==> src/rtl/apb_master_fsm.sv <==
// APB requester: runs one host command as a single SETUP/ACCESS transfer and returns the response.
// Optional build macro APB_TIMEOUT_EN aborts ACCESS after TIMEOUT_CYCLES wait states (rsp_error=11).
module apb_master_fsm #(
   parameter int ADDR_WIDTH     = 32,
   parameter int DATA_WIDTH     = 32,
   parameter int TIMEOUT_CYCLES = 16
) (
   input  logic                    clk,
   input  logic                    rstn,
   input  logic                    cmd_valid,
   output logic                    cmd_ready,
   input  logic [ADDR_WIDTH-1:0]   cmd_addr,
   input  logic                    cmd_write,
   input  logic [DATA_WIDTH-1:0]   cmd_wdata,
   input  logic [DATA_WIDTH/8-1:0] cmd_strb,
   input  logic [2:0]              cmd_prot,
   output logic                    rsp_valid,
   input  logic                    rsp_ready,
   output logic [DATA_WIDTH-1:0]   rsp_rdata,
   output logic [1:0]              rsp_error,
   output logic [ADDR_WIDTH-1:0]   addr,
   output logic                    sel,
   output logic                    enable,
   output logic                    write,
   output logic [DATA_WIDTH-1:0]   wdata,
   output logic [DATA_WIDTH/8-1:0] strb,
   output logic [2:0]              prot,
   input  logic [DATA_WIDTH-1:0]   rdata,
   input  logic                    ready,
   input  logic                    slave_error,
   input  logic                    other_error
);

   localparam int STRB_WIDTH = DATA_WIDTH / 8;

   if (TIMEOUT_CYCLES < 1) begin : g_bad_timeout
      $error("apb_master_fsm: TIMEOUT_CYCLES must be >= 1");
   end

   typedef enum logic [1:0] {S_IDLE, S_SETUP, S_ACCESS, S_RESP} state_t;

   state_t                r_state,     w_state;
   logic                  r_cmd_ready, w_cmd_ready;
   logic                  r_rsp_valid, w_rsp_valid;
   logic [DATA_WIDTH-1:0] r_rsp_rdata, w_rsp_rdata;
   logic [1:0]            r_rsp_error, w_rsp_error;
   logic [ADDR_WIDTH-1:0] r_addr,      w_addr;
   logic                  r_sel,       w_sel;
   logic                  r_enable,    w_enable;
   logic                  r_write,     w_write;
   logic [DATA_WIDTH-1:0] r_wdata,     w_wdata;
   logic [STRB_WIDTH-1:0] r_strb,      w_strb;
   logic [2:0]            r_prot,      w_prot;

`ifdef APB_TIMEOUT_EN
   localparam int CNT_W = $clog2(TIMEOUT_CYCLES + 1);
   logic [CNT_W-1:0] r_wait_cnt, w_wait_cnt;
`endif

   always_ff @(posedge clk) begin
      if (!rstn) begin
         r_state     <= S_IDLE;
         r_cmd_ready <= 1'b0;
         r_rsp_valid <= 1'b0;
         r_rsp_rdata <= '0;
         r_rsp_error <= '0;
         r_addr      <= '0;
         r_sel       <= 1'b0;
         r_enable    <= 1'b0;
         r_write     <= 1'b0;
         r_wdata     <= '0;
         r_strb      <= '0;
         r_prot      <= '0;
`ifdef APB_TIMEOUT_EN
         r_wait_cnt  <= '0;
`endif
      end else begin
         r_state     <= w_state;
         r_cmd_ready <= w_cmd_ready;
         r_rsp_valid <= w_rsp_valid;
         r_rsp_rdata <= w_rsp_rdata;
         r_rsp_error <= w_rsp_error;
         r_addr      <= w_addr;
         r_sel       <= w_sel;
         r_enable    <= w_enable;
         r_write     <= w_write;
         r_wdata     <= w_wdata;
         r_strb      <= w_strb;
         r_prot      <= w_prot;
`ifdef APB_TIMEOUT_EN
         r_wait_cnt  <= w_wait_cnt;
`endif
      end
   end

   // Every output is computed one cycle ahead so the flops present it for the next state.
   always_comb begin
      w_state     = r_state;
      w_cmd_ready = 1'b0;
      w_rsp_valid = r_rsp_valid;
      w_rsp_rdata = r_rsp_rdata;
      w_rsp_error = r_rsp_error;
      w_addr      = r_addr;
      w_sel       = 1'b0;
      w_enable    = 1'b0;
      w_write     = r_write;
      w_wdata     = r_wdata;
      w_strb      = r_strb;
      w_prot      = r_prot;
`ifdef APB_TIMEOUT_EN
      w_wait_cnt  = r_wait_cnt;
`endif
      case (r_state)
         S_IDLE: begin
            w_cmd_ready = 1'b1;
            if (cmd_valid && r_cmd_ready) begin
               w_state     = S_SETUP;
               w_cmd_ready = 1'b0;
               w_sel       = 1'b1;
               w_addr      = cmd_addr;
               w_write     = cmd_write;
               w_wdata     = cmd_wdata;
               w_strb      = cmd_write ? cmd_strb : '0;
               w_prot      = cmd_prot;
            end
         end
         S_SETUP: begin
            w_state  = S_ACCESS;
            w_sel    = 1'b1;
            w_enable = 1'b1;
`ifdef APB_TIMEOUT_EN
            w_wait_cnt = '0;
`endif
         end
         S_ACCESS: begin
            w_sel    = 1'b1;
            w_enable = 1'b1;
            if (ready) begin
               w_state     = S_RESP;
               w_sel       = 1'b0;
               w_enable    = 1'b0;
               w_rsp_valid = 1'b1;
               w_rsp_error = slave_error ? 2'b01 : (other_error ? 2'b10 : 2'b00);
               w_rsp_rdata = (!r_write && !slave_error && !other_error) ? rdata : '0;
            end
`ifdef APB_TIMEOUT_EN
            else if (r_wait_cnt == CNT_W'(TIMEOUT_CYCLES - 1)) begin
               w_state     = S_RESP;
               w_sel       = 1'b0;
               w_enable    = 1'b0;
               w_rsp_valid = 1'b1;
               w_rsp_error = 2'b11;
               w_rsp_rdata = '0;
            end else begin
               w_wait_cnt = r_wait_cnt + 1'b1;
            end
`endif
         end
         S_RESP: begin
            if (rsp_ready) begin
               w_state     = S_IDLE;
               w_rsp_valid = 1'b0;
               w_cmd_ready = 1'b1;
            end
         end
         default: w_state = S_IDLE;
      endcase
   end

   assign cmd_ready = r_cmd_ready;
   assign rsp_valid = r_rsp_valid;
   assign rsp_rdata = r_rsp_rdata;
   assign rsp_error = r_rsp_error;
   assign addr      = r_addr;
   assign sel       = r_sel;
   assign enable    = r_enable;
   assign write     = r_write;
   assign wdata     = r_wdata;
   assign strb      = r_strb;
   assign prot      = r_prot;

endmodule

==> config.mk <==
export PLATFORM = sky130hd
export DESIGN_NAME = apb_master_fsm
export DESIGN_NICKNAME = d
export VERILOG_FILES = /design/src/rtl/apb_master_fsm.sv
export SDC_FILE = /design/constraint.sdc
export NUM_CORES = 1
export LEC_CHECK = 0
export CAP_MARGIN = 40
export CORE_ASPECT_RATIO = 2
export CORE_MARGIN = 1.5
export CORE_UTILIZATION = 43
export DETAILED_ROUTE_END_ITERATION = 7
export HOLD_SLACK_MARGIN = 0.1
export PLACE_DENSITY = 0.89
export SYNTH_ARGS = -nofsm -noshare
export SYNTH_HDL_FRONTEND = slang
export SYNTH_SLANG_ARGS = --single-unit
==> constraint.sdc <==
create_clock -name clk -period 3.2 [get_ports clk]
set_clock_uncertainty 0.2 [all_clocks]
set_input_delay 0.48 -clock clk [delete_from_list [all_inputs] [get_ports clk]]
set_output_delay 0.48 -clock clk [all_outputs]
set_load 0.02 [all_outputs]
# Word level (Yosys, flattened, before mapping)
# Index checks and enable logic that the tools add are counted.
[totals]
reg_bits = 112
out_inout_bits = 110
wordCells = 48
[classes]
n_eq_ne = 6
n_mux = 18
n_reduce_logical = 12
[ops]
columns = ["operator", "count"]
rows = [
  ["32-bit 2-to-1 mux", 1],
  ["2-bit 2-to-1 mux", 5],
  ["2-bit one-hot mux with 4 select lines", 1],
  ["1-bit 2-to-1 mux", 6],
  ["2-bit inequality test (second input constant)", 3],
  ["1-bit one-hot mux with 2 select lines", 3],
  ["3-bit AND reduction", 2],
  ["2-bit equality test (second input constant)", 2],
  ["4-bit 2-to-1 mux", 1],
  ["2-bit AND reduction", 2],
  ["1-bit logical AND", 3],
  ["1-bit zero test", 3],
  ["1-bit one-hot mux with 3 select lines", 1],
  ["2-bit by 1-bit equality test with 1-bit output (second input constant)", 1],
  ["2-bit zero test", 1],
  ["2-bit nonzero test", 1],
]

# Logic depth before layout (Yosys ltp)
# Gate-level depths: netlist of run 1.
[logic_depth]
ltp_word = 4
depth_mapped = 7
depth_no_buf = 5

# Worst setup path before layout of run 1
# Ideal clock, no wire load.
[synth_timing]
path_type = "register -> register"
start = "reg r_state[0]"
end = "reg r_addr[0] (netlist: addr[0])"
setup_ns = 0.070
t_arrival_ns = 1.385
slack_ns = 1.545
path_stages_with_launch = 7
path_buffers = 1
period_less_slack_ns = 1.655
path_cell_list = "dfxtp_1 > inv_1 > ha_1 > nand3_1 > clkbuf_1 > nand2_1 > a21boi_1"
[synth_between]
elab_chain_len = 2
[synth_lines]
columns = ["element", "line", "source"]
rows = [
  ["start, declared", "42", "state_t r_state, w_state;"],
  ["start signal, assigned", "78", "r_state <= w_state;"],
  ["2-bit zero test", "113", "case (r_state)"],
  ["2-bit AND reduction (no line)", "n/a", ""],
  ["end signal, assigned", "83", "r_addr <= w_addr;"],
  ["end, declared", "47", "logic [ADDR_WIDTH-1:0] r_addr, w_addr;"],
]
# Every way passes these cells.
# A chain may end at the register's enable or synchronous reset.

# Worst setup path in the final report of run 1
[layout_timing]
start = "reg r_state[0]"
end = "reg r_state[1]"
[layout_between]
elab_chain_len = 3
[layout_lines]
columns = ["element", "line"]
rows = [
  ["2-bit equality test or 2-bit zero test (tied branches)", "113"],
  ["2-bit inequality test (no line)", "n/a"],
  ["3-bit AND reduction (no line)", "n/a"],
]
# Parallel ways exist; a longest one is shown, timed or not.

==> run metrics, run 1 <==
CTS resizes=0; average instance area after synthesis=between 8 and 9 um2; Yosys reg bits=112; drt total wl=13000 um; DRT met1 WL=4370 um; relative slew slack=a little under three fifths; Final Hold Viols=0; metal3 WL=1100 um; top sig layer=met4; Final Slew Violations=0; worst-case clock buffer depth=2; hold depth=2; worst hold endpoint=strb[1]; min-delay src=strb[1]; Clk pin slew, worst setup/hold paths=0.07 ns; clock latency on the worst-skew pair=0.33 ns; post-CTS setup buffer count=0; Core Region=roughly 10000 um2; Initial Util=44.5%; H-tree Lvls=3; Setup Crit Path Kind=register to register; Die H=145 um; Leak=2.38 nW; max-cap violations=0; chip width=around 74 um; crit-path leading delay family=flip-flops; die area=10800 um2; RR Startpoint=r_state[0]; drt first pass iters=5; Hold WC Path Type=register to register; Area growth syn-to-layout=58.6%; Post-synth EDFFs=0; syn nets=622; TritonCTS clock tree=done; pin count of the biggest net entering global routing=74; crit path cell chain=inv_1, ha_1, buf_4, nor2b_1, a221oi_2, mux2i_1; WL per Instance=15.4 um; post-DP HPWL=9800 um; final setup fails=0; post-route clock period utilization=about 67%; overall global routing resource usage=around a quarter; RSZ-0062 raised after global routing=no; VDD IR max=0.000464 V; drc violations=0; Ports=roughly 220; Netlist cell types=23; met2 routed WL=7090 um; Cell Rows=51; via/cell ratio=~5.1; vias in the first global route=4327; Worst Reg2Reg Path Length in Cells=6; CP Data Arrival Time=~2.2 ns; Syn Std Cell Area=4350 um2; ys flop type=dfxtp_1; CTS buffer count=9; DR iter-0 viols=between 150 and 200; Layout fillers=740; final antenna diode count=0; port buffer count=220; outcome=complete, no violations; sequential fraction of the synthesis area=51.6%; ANT nets after route=0; Layout Nets=821; Synth async-reset ratio=0%; # hold bufs at CTS=0; Pwr Density=around 570 nW/um2; post-route setup TNS=0 ns; first-pass GRT wire length=20500 um; maximum clock frequency=about 470 MHz; Placed Instances=~830; CP Buf/Inv Count=2; Synthesis Warnings=0; flop2flop setup slack=1.06 ns; Root Buffer Master=clkbuf_16; post-layout min period=between 2 and 2.5 ns; cells after synthesis=roughly 510; max incr delay on CP=0.42 ns; CP endpoint kind=register; r2r endpoint=r_state[1]; slowest stage cell, crit path=dfxtp_1; Worst EP required=approximately 3.3 ns; CP startpoint kind=register; CP Launch Point=r_state[0]; number of clock sinks=112; total congestion overflow=0; fin cells=841; worst slew pin tran=about 0.64 ns; layout cells sized above 1=4.09%; Placer Congestion=0.765; initial antenna violation count=0; Critical Path Fanout Max=33; Vias=4292
==> power by group <==
group	switching (mW)	total, mW	internal (mW)
Sequential	0.0931	1.65	1.55
Clock	0.499	1.03	0.533
Combinational	0.677	1.23	0.556
Total	1.27	3.91	2.64
==> how the worst max path moves through the flow <==
stage                      end  cells after the start
floorplan              addr[0]                      6
global placement     wdata[13]                      5
detailed placement   wdata[24]                      5
CTS                 r_state[1]                      6
global route         wdata[20]                      6
finish              r_state[1]                      6
==> logic make-up after synthesis <==
| family | Yosys count | share of synthesized area [%] |
|---|---|---|
| AO/OA/AOI/OAI | 112 | 19.3 |
| adder cells (fa/ha/maj) | 6 | 1.73 |
| multiplexers | 2 | 0.460 |
| flip-flops | 112 | 51.6 |
| AND/OR/NAND/NOR | 229 | 22.4 |
| buffers and inverters | 44 | 4.52 |
==> area by class of cell <==
type | count | area (um2) | share of cell area [%]
multi-input combinational | 349 | 1920 | 27.8
sequential | 112 | 2240 | 32.5
inverter | 3 | 11.3 | 0.163
tap | 132 | 165 | 2.39
clock inverter | 6 | 43.8 | 0.635
timing repair buffer | 229 | 2290 | 33.2
clock buffer | 10 | 229 | 3.32
==> layer usage <==
| metal | global-route usage (%) | vias to the layer above |
|---|---|---|
| li1 | - | 2078 |
| met1 | 23.9 | 1982 |
| met2 | 44.6 | 198 |
| met3 | 6.81 | 34 |
| met4 | 9.91 | 0 |
| met5 | 0 | - |
==> registers in the layout, summed over array words and instances, names as in the netlist <==
signal	cells
rsp_error	2
write	1
rsp_rdata	32
prot	3
strb	4
rsp_valid	1
addr	32
cmd_ready	1
sel	1
r_state	2
wdata	32
enable	1
==> worst min-delay path, stage by stage, from the launching register on <==
cell,delay [ns]
dfxtp_1,0.31
nand2_1,0.05
a21boi_1,0.05
==> cell usage after synthesis (2+ instances only) <==
master    number  share of area, %
nand3_1        6              0.69
buf_2         22               2.5
a21boi_1      75                13
nand4_1       32               4.6
nand2_1      183                16
nor2_1         2              0.17
mux2i_1        2              0.46
a21oi_1        2              0.23
ha_1           6               1.7
inv_1          3              0.26
clkbuf_1      16               1.4
nand2b_1       2              0.29
buf_1          2              0.17
a21boi_0      32               5.5
dfxtp_1      112                52
==> cells in the final DEF, fill, tap and decap left out, drive strengths merged <==
cell type	n
ha	6
nand4b	1
nand4	32
inv	5
nor3	1
clkbuf	10
buf	10
a21boi	107
clkdlybuf4s50	219
a221oi	1
nand2	183
a21oi	2
clkinv	3
nor2b	1
mux2i	2
o211ai	1
dfxtp	112
and3	1
nand3	6
clkinvlp	1
o21ai	1
nor2	2
nand2b	2
==> stage by stage <==
| step | hold WS [ns] | power [mW] | utilization, % | area [um2] | setup WS [ns] |
|---|---|---|---|---|---|
| after floorplan | 0.283 | 2.33 | - | 4350 | 1.55 |
| after global placement | 0.237 | 2.87 | 67.9 | 6630 | 0.897 |
| after detailed placement | 0.242 | 2.91 | 67.9 | 6630 | 0.835 |
| after CTS | 0.251 | 3.95 | 70.7 | 6900 | 1.05 |
| after global routing | 0.273 | 4.11 | 70.7 | 6900 | 0.927 |
| final | 0.250 | 3.91 | 70.7 | 6900 | 1.06 |
Note: power is estimated with default switching activity, not from simulation.
==> run 2, diff against run 1 <==
--- a/config.mk
+++ b/config.mk
@@ -8,10 +8,10 @@
 export CAP_MARGIN = 40
 export CORE_ASPECT_RATIO = 2
 export CORE_MARGIN = 1.5
-export CORE_UTILIZATION = 43
+export CORE_UTILIZATION = 40
 export DETAILED_ROUTE_END_ITERATION = 7
 export HOLD_SLACK_MARGIN = 0.1
-export PLACE_DENSITY = 0.89
+export PLACE_DENSITY = 0.83
 export SYNTH_ARGS = -nofsm -noshare
 export SYNTH_HDL_FRONTEND = slang
 export SYNTH_SLANG_ARGS = --single-unit
==> constraint.sdc (replaced) <==
create_clock -name clk -period 2.18 [get_ports clk]
set_clock_uncertainty 0.2 [all_clocks]
set_input_delay 0.327 -clock clk [delete_from_list [all_inputs] [get_ports clk]]
set_output_delay 0.327 -clock clk [all_outputs]
set_load 0.02 [all_outputs]
==> run 2 against run 1 <==
Net effect: global-route usage is 2.8 points lower; final area is 1.6% higher; setup slack worse by 0.84 ns; total power is 55% higher; final cell count is 0.83% higher; count of clock-buffer cells in the layout is 1 lower; sequential share of layout area is 0.52 points lower; combinational power is 49% higher; register-to-register slack worse by 0.72 ns; sequential cell count stayed put; sequential power is 46% higher; worst hold slack better by 0.0018 ns.
==> run metrics, run 2 (synthesized netlist as in run 1, its figures left out) <==
outcome=complete, no violations; drt first pass iters=4; TritonCTS clock tree=done; crit-path leading delay family=buffers and inverters; Setup Crit Path Kind=register to primary output; max incr delay on CP=0.66 ns; VDD IR max=0.000673 V; Root Buffer Master=clkbuf_16; Placer Congestion=0.759; DR iter-0 viols=176; initial antenna violation count=0; port buffer count=220; CP Buf/Inv Count=1; total congestion overflow=0; FF+latch area=2240 um2; Worst EP required=1.65 ns; layout cells sized above 1=4.50%; Vias=4218; post-route setup TNS=0 ns; Cell Rows=53; CTS buffer count=9; ANT nets after route=0; Final Hold Viols=0; first-pass GRT wire length=about 20000 um; die area=11500 um2; post-DP HPWL=~9200 um; most frequent cells in the layout=clkdlybuf4s50_1, nand2_1, dfxtp_1, a21boi_1; drt total wl=12600 um; RSZ-0062 raised after global routing=no; vias in the first global route=4145; CP endpoint kind=primary output; CTS resizes=0; final non-filler cell area=7010 um2; pin count of the biggest net entering global routing=114; max-cap violations=0; H-tree Lvls=3; most common cell after layout, fill and taps aside=clkdlybuf4s50_1; final setup fails=0; # hold bufs at CTS=0; relative slew slack=74.9%; WL per Instance=14.9 um; Final Core Density=66.5%; Design Power=6.05 mW; Hold WC Path Type=register to register; Die H=150 um; overall global routing resource usage=between 20% and 30%; Pwr Density=864 nW/um2; drc violations=0; via/cell ratio=between 4 and 5; maximum clock frequency=509 MHz; Ports=221; clock latency on the worst-skew pair=0.34 ns; area post-placement=6670 um2; post-CTS setup buffer count=0; Final Slew Violations=0; fin cells=848; worst slew pin tran=0.377 ns; crit path cell chain=clkdlybuf4s50_1; post-route clock period utilization=roughly 90%; CP startpoint kind=register; slowest stage cell, crit path=clkdlybuf4s50_1; chip width=76.7 um; Core Region=10500 um2; Placed Instances=832; Layout Nets=823; Initial Util=around two fifths; final antenna diode count=0; worst-case clock buffer depth=2; Clk pin slew, worst setup/hold paths=about 0.070 ns; number of clock sinks=112; post-layout min period=1.97 ns; CP Data Arrival Time=1.44 ns; Critical Path Fanout Max=3; Layout fillers=838; multi-input logic area=around 1900 um2; Area growth syn-to-layout=61.2%; Leak=2.43 nW
run 2: changes by cell type in the layout (fill, tap and decap cells not counted), sizes merged:
cell      change
buf           +2
bufinv        +2
clkinvlp      -1
clkbuf        -1
run 2: final timing paths:
check | from | end | slack, ns | depth (start not counted)
hold reg to reg | strb[2] | strb[2] | 0.25 | 2
setup reg to reg | r_state[0] | wdata[20] | 0.34 | 6
hold / removal | strb[2] | strb[2] | 0.25 | 2
setup / recovery | write | write | 0.21 | 1
run 2: cell type report:
cell class,instances,share of cell area (%)
Inverter,3,0.161
Clock inverter,7,1.62
Multi-Input combinational cell,349,27.3
Clock buffer,9,3.21
Sequential cell,112,32.0
Timing Repair Buffer,231,33.2
Tap cell,137,2.45
run 2: through the flow:
stage	setup slack (ns)	hold slack, ns
CTS	0.193	0.256
detailed placement	0.195	0.246
global placement	0.268	0.239
finish	0.214	0.252
global route	0.165	0.272
floorplan	0.525	0.262
run 2: layer usage:
metal	global-route usage [%]	wire, um
met4	7.78	265
met3	4.97	759
met5	0	0
met2	40.3	6820
met1	22.8	4770
run 2: power breakdown:
part / switching, mW / internal, mW / total (mW)
sequential: 0.137 / 2.28 / 2.41
combinational: 0.986 / 0.841 / 1.83
clock: 0.779 / 1.03 / 1.81
total: 1.90 / 4.15 / 6.05
